## src/rtl/uart_frame.sv

```systemverilog
// Parametrised full-duplex UART: configurable width, parity and stop bits, valid/ready TX
// with back-to-back frames, RX with false-start rejection, 3-sample voting and error flags.
module uart_frame #(
    parameter int CLK_FREQ  = 50_000_000,
    parameter int BAUD_RATE = 9600,
    parameter int DATA_BITS = 8,
    parameter int PARITY    = 0,
    parameter int STOP_BITS = 1
) (
    input  logic                 clk,
    input  logic                 rst_n,
    input  logic [DATA_BITS-1:0] tx_data,
    input  logic                 tx_valid,
    output logic                 tx_ready,
    output logic                 tx,
    input  logic                 rx,
    output logic [DATA_BITS-1:0] rx_data,
    output logic                 rx_valid,
    output logic                 rx_parity_err,
    output logic                 rx_frame_err
);

    localparam int DIVIDER = CLK_FREQ / BAUD_RATE;
    localparam int H       = DIVIDER / 2;
    localparam int CNT_W   = $clog2(DIVIDER);

    typedef logic [CNT_W-1:0] cnt_t;

    localparam cnt_t       CNT_LAST  = cnt_t'(DIVIDER - 1);
    localparam cnt_t       CNT_PRE   = cnt_t'(DIVIDER - 2);
    localparam cnt_t       CNT_HM1   = cnt_t'(H - 1);
    localparam cnt_t       CNT_H     = cnt_t'(H);
    localparam cnt_t       CNT_HP1   = cnt_t'(H + 1);
    localparam logic [3:0] DATA_LAST = 4'(DATA_BITS - 1);
    localparam logic [3:0] STOP_LAST = 4'(STOP_BITS - 1);

    if (DIVIDER < 8) begin : g_bad_divider
        $error("uart_frame: CLK_FREQ/BAUD_RATE must be at least 8");
    end
    if (DATA_BITS < 5 || DATA_BITS > 9) begin : g_bad_data_bits
        $error("uart_frame: DATA_BITS must be in 5..9");
    end
    if (PARITY < 0 || PARITY > 2) begin : g_bad_parity
        $error("uart_frame: PARITY must be 0, 1 or 2");
    end
    if (STOP_BITS != 1 && STOP_BITS != 2) begin : g_bad_stop_bits
        $error("uart_frame: STOP_BITS must be 1 or 2");
    end

    typedef enum logic [2:0] {S_IDLE, S_START, S_DATA, S_PARITY, S_STOP} state_t;

    // Parity bit that completes the word to odd (PARITY=1) or even (PARITY=2) ones count.
    function automatic logic parity_bit(input logic [DATA_BITS-1:0] d);
        if (PARITY == 1) return ~^d;
        return ^d;
    endfunction

    state_t                 tx_state;
    cnt_t                   tx_cnt;
    logic [3:0]             tx_idx;
    logic [DATA_BITS-1:0]   tx_shift;
    logic                   tx_par;

    always_ff @(posedge clk or negedge rst_n) begin
        if (!rst_n) begin
            tx_state <= S_IDLE;
            tx_cnt   <= '0;
            tx_idx   <= '0;
            tx_shift <= '0;
            tx_par   <= 1'b0;
            tx       <= 1'b1;
            tx_ready <= 1'b1;
        end else if (tx_state == S_IDLE) begin
            if (tx_valid && tx_ready) begin
                tx_shift <= tx_data;
                tx_par   <= parity_bit(tx_data);
                tx       <= 1'b0;
                tx_ready <= 1'b0;
                tx_cnt   <= '0;
                tx_state <= S_START;
            end
        end else if (tx_cnt != CNT_LAST) begin
            tx_cnt <= tx_cnt + 1'b1;
            // Open the handshake for the final clock of the last stop bit.
            if (tx_state == S_STOP && tx_idx == STOP_LAST && tx_cnt == CNT_PRE)
                tx_ready <= 1'b1;
        end else begin
            tx_cnt <= '0;
            case (tx_state)
                S_START: begin
                    tx_state <= S_DATA;
                    tx_idx   <= '0;
                    tx       <= tx_shift[0];
                end
                S_DATA: begin
                    if (tx_idx == DATA_LAST) begin
                        tx_idx <= '0;
                        if (PARITY != 0) begin
                            tx_state <= S_PARITY;
                            tx       <= tx_par;
                        end else begin
                            tx_state <= S_STOP;
                            tx       <= 1'b1;
                        end
                    end else begin
                        tx_idx   <= tx_idx + 4'd1;
                        tx       <= tx_shift[1];
                        tx_shift <= tx_shift >> 1;
                    end
                end
                S_PARITY: begin
                    tx_state <= S_STOP;
                    tx_idx   <= '0;
                    tx       <= 1'b1;
                end
                S_STOP: begin
                    if (tx_idx != STOP_LAST) begin
                        tx_idx <= tx_idx + 4'd1;
                    end else if (tx_valid && tx_ready) begin
                        tx_shift <= tx_data;
                        tx_par   <= parity_bit(tx_data);
                        tx       <= 1'b0;
                        tx_ready <= 1'b0;
                        tx_state <= S_START;
                    end else begin
                        tx_state <= S_IDLE;
                    end
                end
                default: tx_state <= S_IDLE;
            endcase
        end
    end

    state_t                 rx_state;
    cnt_t                   rx_cnt;
    logic [3:0]             rx_idx;
    logic [DATA_BITS-1:0]   rx_shift;
    logic                   rx_s1, rxs, rxs_d;
    logic                   smp0, smp1;
    logic                   par_err;
    logic                   vote;

    assign vote = (smp0 & smp1) | (smp0 & rxs) | (smp1 & rxs);

    always_ff @(posedge clk or negedge rst_n) begin
        if (!rst_n) begin
            rx_s1         <= 1'b1;
            rxs           <= 1'b1;
            rxs_d         <= 1'b1;
            rx_state      <= S_IDLE;
            rx_cnt        <= '0;
            rx_idx        <= '0;
            rx_shift      <= '0;
            smp0          <= 1'b1;
            smp1          <= 1'b1;
            par_err       <= 1'b0;
            rx_data       <= '0;
            rx_valid      <= 1'b0;
            rx_parity_err <= 1'b0;
            rx_frame_err  <= 1'b0;
        end else begin
            rx_s1    <= rx;
            rxs      <= rx_s1;
            rxs_d    <= rxs;
            rx_valid <= 1'b0;
            // A start needs a genuine high-to-low edge, so a line stuck low never retriggers.
            if (rx_state == S_IDLE) begin
                if (rxs_d && !rxs) begin
                    rx_state <= S_START;
                    rx_cnt   <= '0;
                end
            end else begin
                rx_cnt <= (rx_cnt == CNT_LAST) ? '0 : rx_cnt + 1'b1;
                if (rx_cnt == CNT_HM1) smp0 <= rxs;
                if (rx_cnt == CNT_H)   smp1 <= rxs;
                if (rx_cnt == CNT_HP1) begin
                    case (rx_state)
                        S_START: begin
                            if (vote) begin
                                rx_state <= S_IDLE;
                            end else begin
                                rx_state <= S_DATA;
                                rx_idx   <= '0;
                            end
                        end
                        S_DATA: begin
                            rx_shift <= {vote, rx_shift[DATA_BITS-1:1]};
                            if (rx_idx == DATA_LAST) begin
                                par_err  <= 1'b0;
                                rx_state <= (PARITY != 0) ? S_PARITY : S_STOP;
                            end else begin
                                rx_idx <= rx_idx + 4'd1;
                            end
                        end
                        S_PARITY: begin
                            par_err  <= vote ^ parity_bit(rx_shift);
                            rx_state <= S_STOP;
                        end
                        S_STOP: begin
                            rx_valid      <= 1'b1;
                            rx_data       <= rx_shift;
                            rx_parity_err <= par_err;
                            rx_frame_err  <= ~vote;
                            rx_state      <= S_IDLE;
                        end
                        default: rx_state <= S_IDLE;
                    endcase
                end
            end
        end
    end

endmodule

```

## config.mk

```make
export PLATFORM = sky130hd
export DESIGN_NAME = uart_frame
export DESIGN_NICKNAME = d
export VERILOG_FILES = /design/src/rtl/uart_frame.sv
export SDC_FILE = /design/constraint.sdc
export NUM_CORES = 1
export LEC_CHECK = 0
export BUFFER_PORTS_ARGS = -buffer_cell sky130_fd_sc_hd__buf_2
export CORE_MARGIN = 5
export CORE_UTILIZATION = 40
export CTS_CLUSTER_SIZE = 8
export DETAILED_ROUTE_END_ITERATION = 10
export GPL_ROUTABILITY_DRIVEN = 0
export PLACE_DENSITY_LB_ADDON = 0.2
export SYNTH_ARGS = -nofsm -noshare
export SYNTH_HDL_FRONTEND = slang
export SYNTH_SLANG_ARGS = --single-unit
```

## constraint.sdc

```tcl
create_clock -name clk -period 2.25 [get_ports clk]
set_input_delay 0.3375 -clock clk [delete_from_list [all_inputs] [get_ports clk]]
set_output_delay 0.3375 -clock clk [all_outputs]
set_load 0.02 [all_outputs]
```

==> flow_metrics.env, run 1 <==
export IMPL_status="completed"
export IMPL_wl_um=8427
export IMPL_grt_overflow=0
export IMPL_fin_crit_sh=0.9213
export IMPL_synth_top_area_frac=0.4253
export IMPL_crit_cells=5
export IMPL_chipHeight_um=110.0
export IMPL_p_clk_frac=0.351
export IMPL_yosysSeqAreaShare=0.4712
export IMPL_stdcell_area_sq_mm=0.004622
export IMPL_pre_cts_ws_ns=0.1912
export IMPL_cp_required_ns=2.52
export IMPL_stdcell_count=596
export IMPL_tightest_slew_ns=0.5740
export IMPL_io_buffers=24
export IMPL_setup_viol_count_final=0
export IMPL_synth_edff_count=0
export IMPL_yosysWarningCount=0
export IMPL_cts_htree_levels=3
export IMPL_startpoint="tx_cnt[9]$_DFFE_PN0P_"
export IMPL_final_nets=479
export IMPL_ios=25
export IMPL_synthArstFlopShare=1.000
export IMPL_r2r_end="tx_idx[3]$_DFFE_PN0P_"
export IMPL_crit_fanout=4
export IMPL_post_dp_cell_area_sq_mm=0.004409
export IMPL_max_freq_mhz=482.4
export IMPL_synth_top_family_by_area="simple AND/OR/NAND/NOR gates"
export IMPL_relSlewSlack=0.6159
export IMPL_synth_compound_area_frac=0.1604
export IMPL_max_cap_viol_count=0
export IMPL_area_growth_pct=15.51
export IMPL_start_util=0.4094
export IMPL_reg2regPathDepth=5
export IMPL_clkTransAtPathRegs_ns=0.08
export IMPL_clock_path_buffers=2
export IMPL_min_delay_start="rx"
export IMPL_dieArea_sq_mm=0.01210
export IMPL_synth_seq_cells=75
export IMPL_layout_min_cycle_time_ns=2.073
export IMPL_worst_slack_ns=0.1771
export IMPL_dpl_cell_count=580
export IMPL_p_int_uw=2079
export IMPL_crit_path_end="tx_idx[3]$_DFFE_PN0P_"
export IMPL_start_kind="flip-flop"
export IMPL_cts_num_sinks=75
export IMPL_antenna_found_initial=0
export IMPL_cts_buffers=9
export IMPL_max_stage_delay_ns=0.52
export IMPL_finalHoldViolations=0
export IMPL_synth_simple_area_share=0.2517
export IMPL_avgViaCountPerCell=5.399
export IMPL_crit_slowest_cell="or4_4"
export IMPL_drt_first_pass_iters=4
export IMPL_cp_arrival_ns=2.35
export IMPL_ant_nets=0
export IMPL_finalSetupTns_ns=0
export IMPL_powerDensity_mw_per_mm2=634.6
export IMPL_rows=36
export IMPL_cts_root_buffer_cell="clkbuf_8"
export IMPL_remaining_drc_errors=0
export IMPL_vias=3218
export IMPL_critical_path_class="reg2reg"
export IMPL_r2r_start="tx_cnt[9]$_DFFE_PN0P_"
export IMPL_coreArea_sq_mm=0.009774
export IMPL_synth_area_sq_mm=0.004001
export IMPL_syn_nets=434
export IMPL_rsz0062_at_grt="no"
export IMPL_crit_path_cell_trace="or3b_4 > nor4_4 > nand3_4 > or4_4 > o211ai_2"
export IMPL_crit_family="simple AND/OR/NAND/NOR gates"
export IMPL_synth_top_area_cell="dfrtp_1"
export IMPL_synth_mux_area_frac=0.03846
export IMPL_die_x_um=110.0
export IMPL_ff2ff_setup_slack_ns=0.18
export IMPL_ir_worst_vdd_mv=0.2328
export IMPL_skew_ns=0.007345
export IMPL_power_share_sequential=0.517
export IMPL_finalMaxSlewViolations=0
export IMPL_ys_top_cells_by_area="dfrtp_1, nand2_1, o21ai_0"
export IMPL_avgSynthCellArea_sq_um=9.665
export IMPL_swShare=0.2913
export IMPL_final_common_cell="nand2_1"
export IMPL_avgRoutedWirePerCell_um=14.14
export IMPL_synth_adder_area_share=0.02752
export IMPL_comb_power_share=0.133
export IMPL_final_cell_mix="nand2_1, dfrtp_1, o21ai_0"
export IMPL_grt_pass1_wl_um=14430
export IMPL_power_leakage_uw=0.002025
export IMPL_drive_above_1_share=0.2203
export IMPL_yosysUniqueCellTypes=65
export IMPL_cp_end_kind="flip-flop"
export IMPL_synth_xor_xnor_area_share=0.02189
export IMPL_cp_num_buf_inv=0
export IMPL_grt_max_degree=44
export IMPL_grt_pass1_vias=3049
export IMPL_switchingPower_uw=854.4
export IMPL_hp_class="in2reg"
export IMPL_hpwlAfterDp_um=5954
export IMPL_fillCellCount=922
export IMPL_antennaDiodeCount=0
export IMPL_gr_usage_all_layers=0.1519
export IMPL_cts_tree="yes"
export IMPL_synth_ff_type="dfrtp_1"
export IMPL_synthCells=414
export IMPL_clk_insertion_delay_late_ns=0.35
export IMPL_drt_iter0_drc=110
sequential cells by signal, indices dropped and copies added (netlist names), 3 cells and up:
register,cells
rx_shift,8
tx_shift,8
rx_cnt,13
rx_idx,4
rx_data,8
tx_state,3
tx_idx,4
rx_state,3
tx_cnt,13
worst min path at each step:
stage                             end  slack, ns  cells past startpoint
6_report              rx_s1$_DFF_PN1_       0.08                      1
3_5_place_dp   rx_data[3]$_DFFE_PN0P_       0.32                      1
3_3_place_gp   rx_data[3]$_DFFE_PN0P_       0.32                      1
4_1_cts               rx_s1$_DFF_PN1_       0.06                      1
2_1_floorplan     par_err$_DFFE_PN0P_       0.04                      0
5_1_grt               rx_s1$_DFF_PN1_       0.06                      1
per-layer routing:
layer | part of all wire | wire length [um] | vias up | track usage
li1 | - | - | 1588 | -
met2 | 0.45 | 3754 | 49 | 0.2253
met4 | 0.018 | 149 | 0 | 0.06857
met1 | 0.51 | 4265 | 1567 | 0.2177
met5 | 0 | 0 | - | 0
met3 | 0.030 | 257 | 14 | 0.02446
stage by stage:
step	total power (uW)	util	hold slack [ns]
finish	2933	0.4729	0.08157
global route	3090	0.4729	0.05761
CTS	2968	0.4716	0.06183
detailed placement	1928	0.4511	0.3158
global placement	1914	0.4511	0.3151
floorplan	1775	-	0.04191
kinds of logic (layout without fill, tap and decap cells):
family	after synthesis	after routing
AO/OA/AOI/OAI	96	96
XOR/XNOR	10	10
adder cells (fa/ha/maj)	9	9
buffers and inverters	29	78
flip-flops	75	75
multiplexers	14	14
AND/OR/NAND/NOR	181	181
area by class of cell:
class | count | area [sq um] | share of cell area
clock inverters | 6 | 66.31 | 0.01435
well taps | 133 | 166.4 | 0.03600
inverters | 17 | 63.81 | 0.01381
multi-input cells | 310 | 2013 | 0.4356
clock buffers | 9 | 123.9 | 0.02680
repair buffers | 46 | 302.8 | 0.06551
flip-flops and latches | 75 | 1886 | 0.4080
power groups by stage:
stage,logic (uW),registers (uW),clock network [uW]
after floorplan,288,1490,0
after global placement,376,1540,0
after detailed placement,390,1540,0
after CTS,393,1510,1060
after global routing,442,1530,1120
final,389,1520,1030
timing repair:
| item | CTS | global route |
|---|---|---|
| resized for setup | 0 | 2 |
| endpoints found under the setup margin | 0 | 4 |
| setup buffers | 0 | 0 |
| hold buffers | 1 | 0 |
| hold endpoints to repair | 32 | 0 |
cells in the mapped netlist, drive strengths merged (6+ instances only):
master / n
a21oi: 9
a31oi: 6
clkbuf: 9
dfrtp: 68
dfstp: 7
ha: 8
inv: 17
mux2: 11
nand2: 75
nand3: 14
nand4: 6
nor2: 21
nor3: 10
nor4: 7
o21ai: 39
o22ai: 8
o31ai: 6
or3: 8
xnor2: 8
Power figures use the tool's default switching activity.
==> run 2, diff against run 1 <==
Settings changed: ABC_AREA set to 1, TNS_END_PERCENT set to 30.
==> run 2 against run 1 <==
- global-route usage shrank 0.083 points
- combinational power rose to 4.6 times the previous value
- sequential power increased by 23%
- non-clock buffer count down 18
- via count is 13% higher
- sequential cell count is the same
- worst hold slack gained 0.037 ns
- wire length grew 5.7%
- design area is 4.2% higher
- clock power up 21%
- fmax is 16% higher
- first-iteration DRC count grew 140%
- critical endpoint is now tx_idx[1]$_DFFE_PN0P_
- largest cell class unchanged
- highest routed layer unchanged
==> flow_metrics.env, run 2 <==
export IMPL_critical_path_class="reg2reg"
export IMPL_worst_hold_path_num_cells=1
export IMPL_finalMaxSlewViolations=0
export IMPL_finish_utilization=0.4625
export IMPL_remaining_drc_errors=0
export IMPL_cpMostUsedCell="nand2_1"
export IMPL_reg_largest_list="rx_cnt: 13 flops, tx_cnt: 13 flops"
export IMPL_layout_min_cycle_time_ns=1.784
export IMPL_final_cell_mix="nand2_1, dfrtp_1, inv_1"
export IMPL_grt_overflow=0
export IMPL_drt_first_pass_iters=5
export IMPL_avgSynthCellArea_sq_um=7.698
export IMPL_finalSetupTns_ns=0
export IMPL_ios=25
export IMPL_min_delay_start="rx"
export IMPL_vias=3630
export IMPL_power_leakage_uw=0.002319
export IMPL_ant_nets=0
export IMPL_r2r_end="tx_idx[1]$_DFFE_PN0P_"
export IMPL_tightest_slew_ns=0.4271
export IMPL_clkTransAtPathRegs_ns=0.08
export IMPL_wl_um=8910
export IMPL_avgViaCountPerCell=4.966
export IMPL_synth_ff_type="dfrtp_1"
export IMPL_relSlewSlack=0.7152
export IMPL_area_growth_pct=12.15
export IMPL_avgRoutedWirePerCell_um=12.19
export IMPL_rsz0062_at_grt="no"
export IMPL_setup_viol_count_final=0
export IMPL_synth_area_sq_mm=0.004295
export IMPL_rows=37
export IMPL_max_stage_delay_ns=0.44
export IMPL_yosysSeqAreaShare=0.4390
export IMPL_synth_edff_count=0
export IMPL_powerDensity_mw_per_mm2=1016
export IMPL_antenna_found_initial=0
export IMPL_cts_htree_levels=3
export IMPL_max_cap_viol_count=0
export IMPL_start_util=0.4124
export IMPL_cts_buffers=9
export IMPL_synth_seq_cells=75
export IMPL_drive_above_1_share=0.1630
export IMPL_synthTopCellsByCount="nand2_1, dfrtp_1, inv_1, nand3_1, o21ai_0"
export IMPL_dieArea_sq_mm=0.01291
export IMPL_cts_num_sinks=75
export IMPL_final_nets=610
export IMPL_final_common_cell="nand2_1"
export IMPL_ys_top_cells_by_area="dfrtp_1, nand2_1, nand3_1"
export IMPL_synth_top_area_frac=0.3962
export IMPL_coreArea_sq_mm=0.01042
export IMPL_crit_path_cell_trace="nor2_4 > nand2_1 > inv_2 > nand2_2 > o21ai_0 > nand2_1 > nand2_1 > o21ai_1"
export IMPL_reg2regPathDepth=8
export IMPL_start_kind="flip-flop"
export IMPL_crit_slowest_cell="dfrtp_1"
export IMPL_skew_ns=0.01419
export IMPL_die_x_um=113.6
export IMPL_cts_root_buffer_cell="clkbuf_8"
export IMPL_synthCells=558
export IMPL_cts_resized=0
export IMPL_ff2ff_setup_slack_ns=0.47
export IMPL_cp_end_kind="flip-flop"
export IMPL_drt_iter0_drc=259
export IMPL_yosysMostFrequentCell="nand2_1"
export IMPL_synthArstFlopShare=1.000
export IMPL_max_freq_mhz=560.4
export IMPL_cp_arrival_ns=2.01
export IMPL_r2r_start="tx_state[0]$_DFFE_PN0P_"
export IMPL_yosysWarningCount=0
export IMPL_cp_required_ns=2.48
export IMPL_grt_pass1_wl_um=16270
export IMPL_status="completed"
export IMPL_gr_usage_all_layers=0.1510
export IMPL_hp_class="in2reg"
export IMPL_grt_pass1_vias=3537
export IMPL_hold_path_end="rx_s1$_DFF_PN1_"
export IMPL_cts_tree="yes"
export IMPL_antennaDiodeCount=0
export IMPL_synth_top_area_cell="dfrtp_1"
export IMPL_grt_max_degree=46
export IMPL_fin_crit_sh=0.7931
export IMPL_clk_insertion_delay_late_ns=0.35
export IMPL_clock_path_buffers=2
export IMPL_io_buffers=24
export IMPL_finalHoldViolations=0
export IMPL_syn_nets=578
export IMPL_ir_worst_vdd_mv=0.5564
export IMPL_cts_setup_buffers=0
export IMPL_yosysUniqueCellTypes=44
export IMPL_hpwlAfterDp_um=6552
export IMPL_chipHeight_um=113.6
export IMPL_crit_fanout=17
[run 2: changes by cell type after synthesis, sizes merged, moves of 11 or more]
| cell | delta |
|---|---|
| o21ai | +33 |
| nand3 | +38 |
| nand2 | +101 |
| nor2 | +31 |
| mux2 | -11 |
| inv | +49 |
[run 2: kinds of logic after synthesis]
| kind of cell | Yosys count | synth area share |
|---|---|---|
| AOI/OAI and AO/OA | 91 | 0.1290 |
| buffers and inverters | 74 | 0.07107 |
| DFF | 75 | 0.4390 |
| adders and majority gates | 8 | 0.02330 |
| xor gates and xnor gates | 7 | 0.01427 |
| and+or+nand+nor | 303 | 0.3233 |
[run 2: how the worst max path moves through the flow]
stage / cells past startpoint / slack (ns) / from / endpoint
after floorplan: 9 / 0.72 / tx_cnt[0]$_DFFE_PN0P_ / tx_shift[6]$_DFFE_PN0P_
after global placement: 8 / 0.55 / tx_state[0]$_DFFE_PN0P_ / tx_idx[0]$_DFFE_PN0P_
after detailed placement: 8 / 0.48 / tx_state[0]$_DFFE_PN0P_ / tx_idx[1]$_DFFE_PN0P_
after CTS: 8 / 0.46 / tx_state[0]$_DFFE_PN0P_ / tx_idx[1]$_DFFE_PN0P_
after global routing: 8 / 0.23 / tx_state[0]$_DFFE_PN0P_ / tx_idx[0]$_DFFE_PN0P_
final: 8 / 0.47 / tx_state[0]$_DFFE_PN0P_ / tx_idx[1]$_DFFE_PN0P_
[run 2: final cells by class]
type | count | area [sq um]
clock inverters | 7 | 113.9
fillers | 1048 | 5599
flip-flops and latches | 75 | 1886
inverters | 67 | 251.5
well taps | 136 | 170.2
clock buffers | 9 | 123.9
multi-input cells | 409 | 2105
repair buffers | 28 | 167.7
[run 2: power by group]
part / switching (uW) / internal, uW
sequential: 266 / 1600
clock: 511 / 735
combinational: 1200 / 575
[run 2: repair_timing]
action | in CTS | in global routing
setup endpoints to repair | 0 | 0
endpoints found under the hold margin | 30 | 0
hold buffers | 1 | 0
[run 2: per-stage QoR]
| step | std cells | setup WS [ns] | area, sq um | hold WS, ns | power (uW) |
|---|---|---|---|---|---|
| 2_1_floorplan | 558 | 0.7181 | 4295 | 0.04191 | 3272 |
| 3_5_place_dp | 714 | 0.4796 | 4569 | 0.3138 | 3689 |
| 6_report | 731 | 0.4656 | 4817 | 0.1182 | 4895 |
| 4_1_cts | 731 | 0.4636 | 4817 | 0.09339 | 4968 |
| 5_1_grt | 731 | 0.2293 | 4817 | 0.08594 | 5342 |
| 3_3_place_gp | 714 | 0.5450 | 4569 | 0.3047 | 3642 |
[run 2: worst max-delay path: cells and delay by family, from the launching register on]
| kind | cells | cell delay [ns] |
|---|---|---|
| buf+inv | 1 | 0.11 |
| flops | 1 | 0.44 |
| simple gates | 5 | 0.94 |
| compound gates | 2 | 0.19 |
[run 2: layer usage]
metal	GRT usage	routed length [um]
met5	0	0
met4	0.03606	37
met3	0.03395	348
met2	0.2407	4122
met1	0.2095	4402
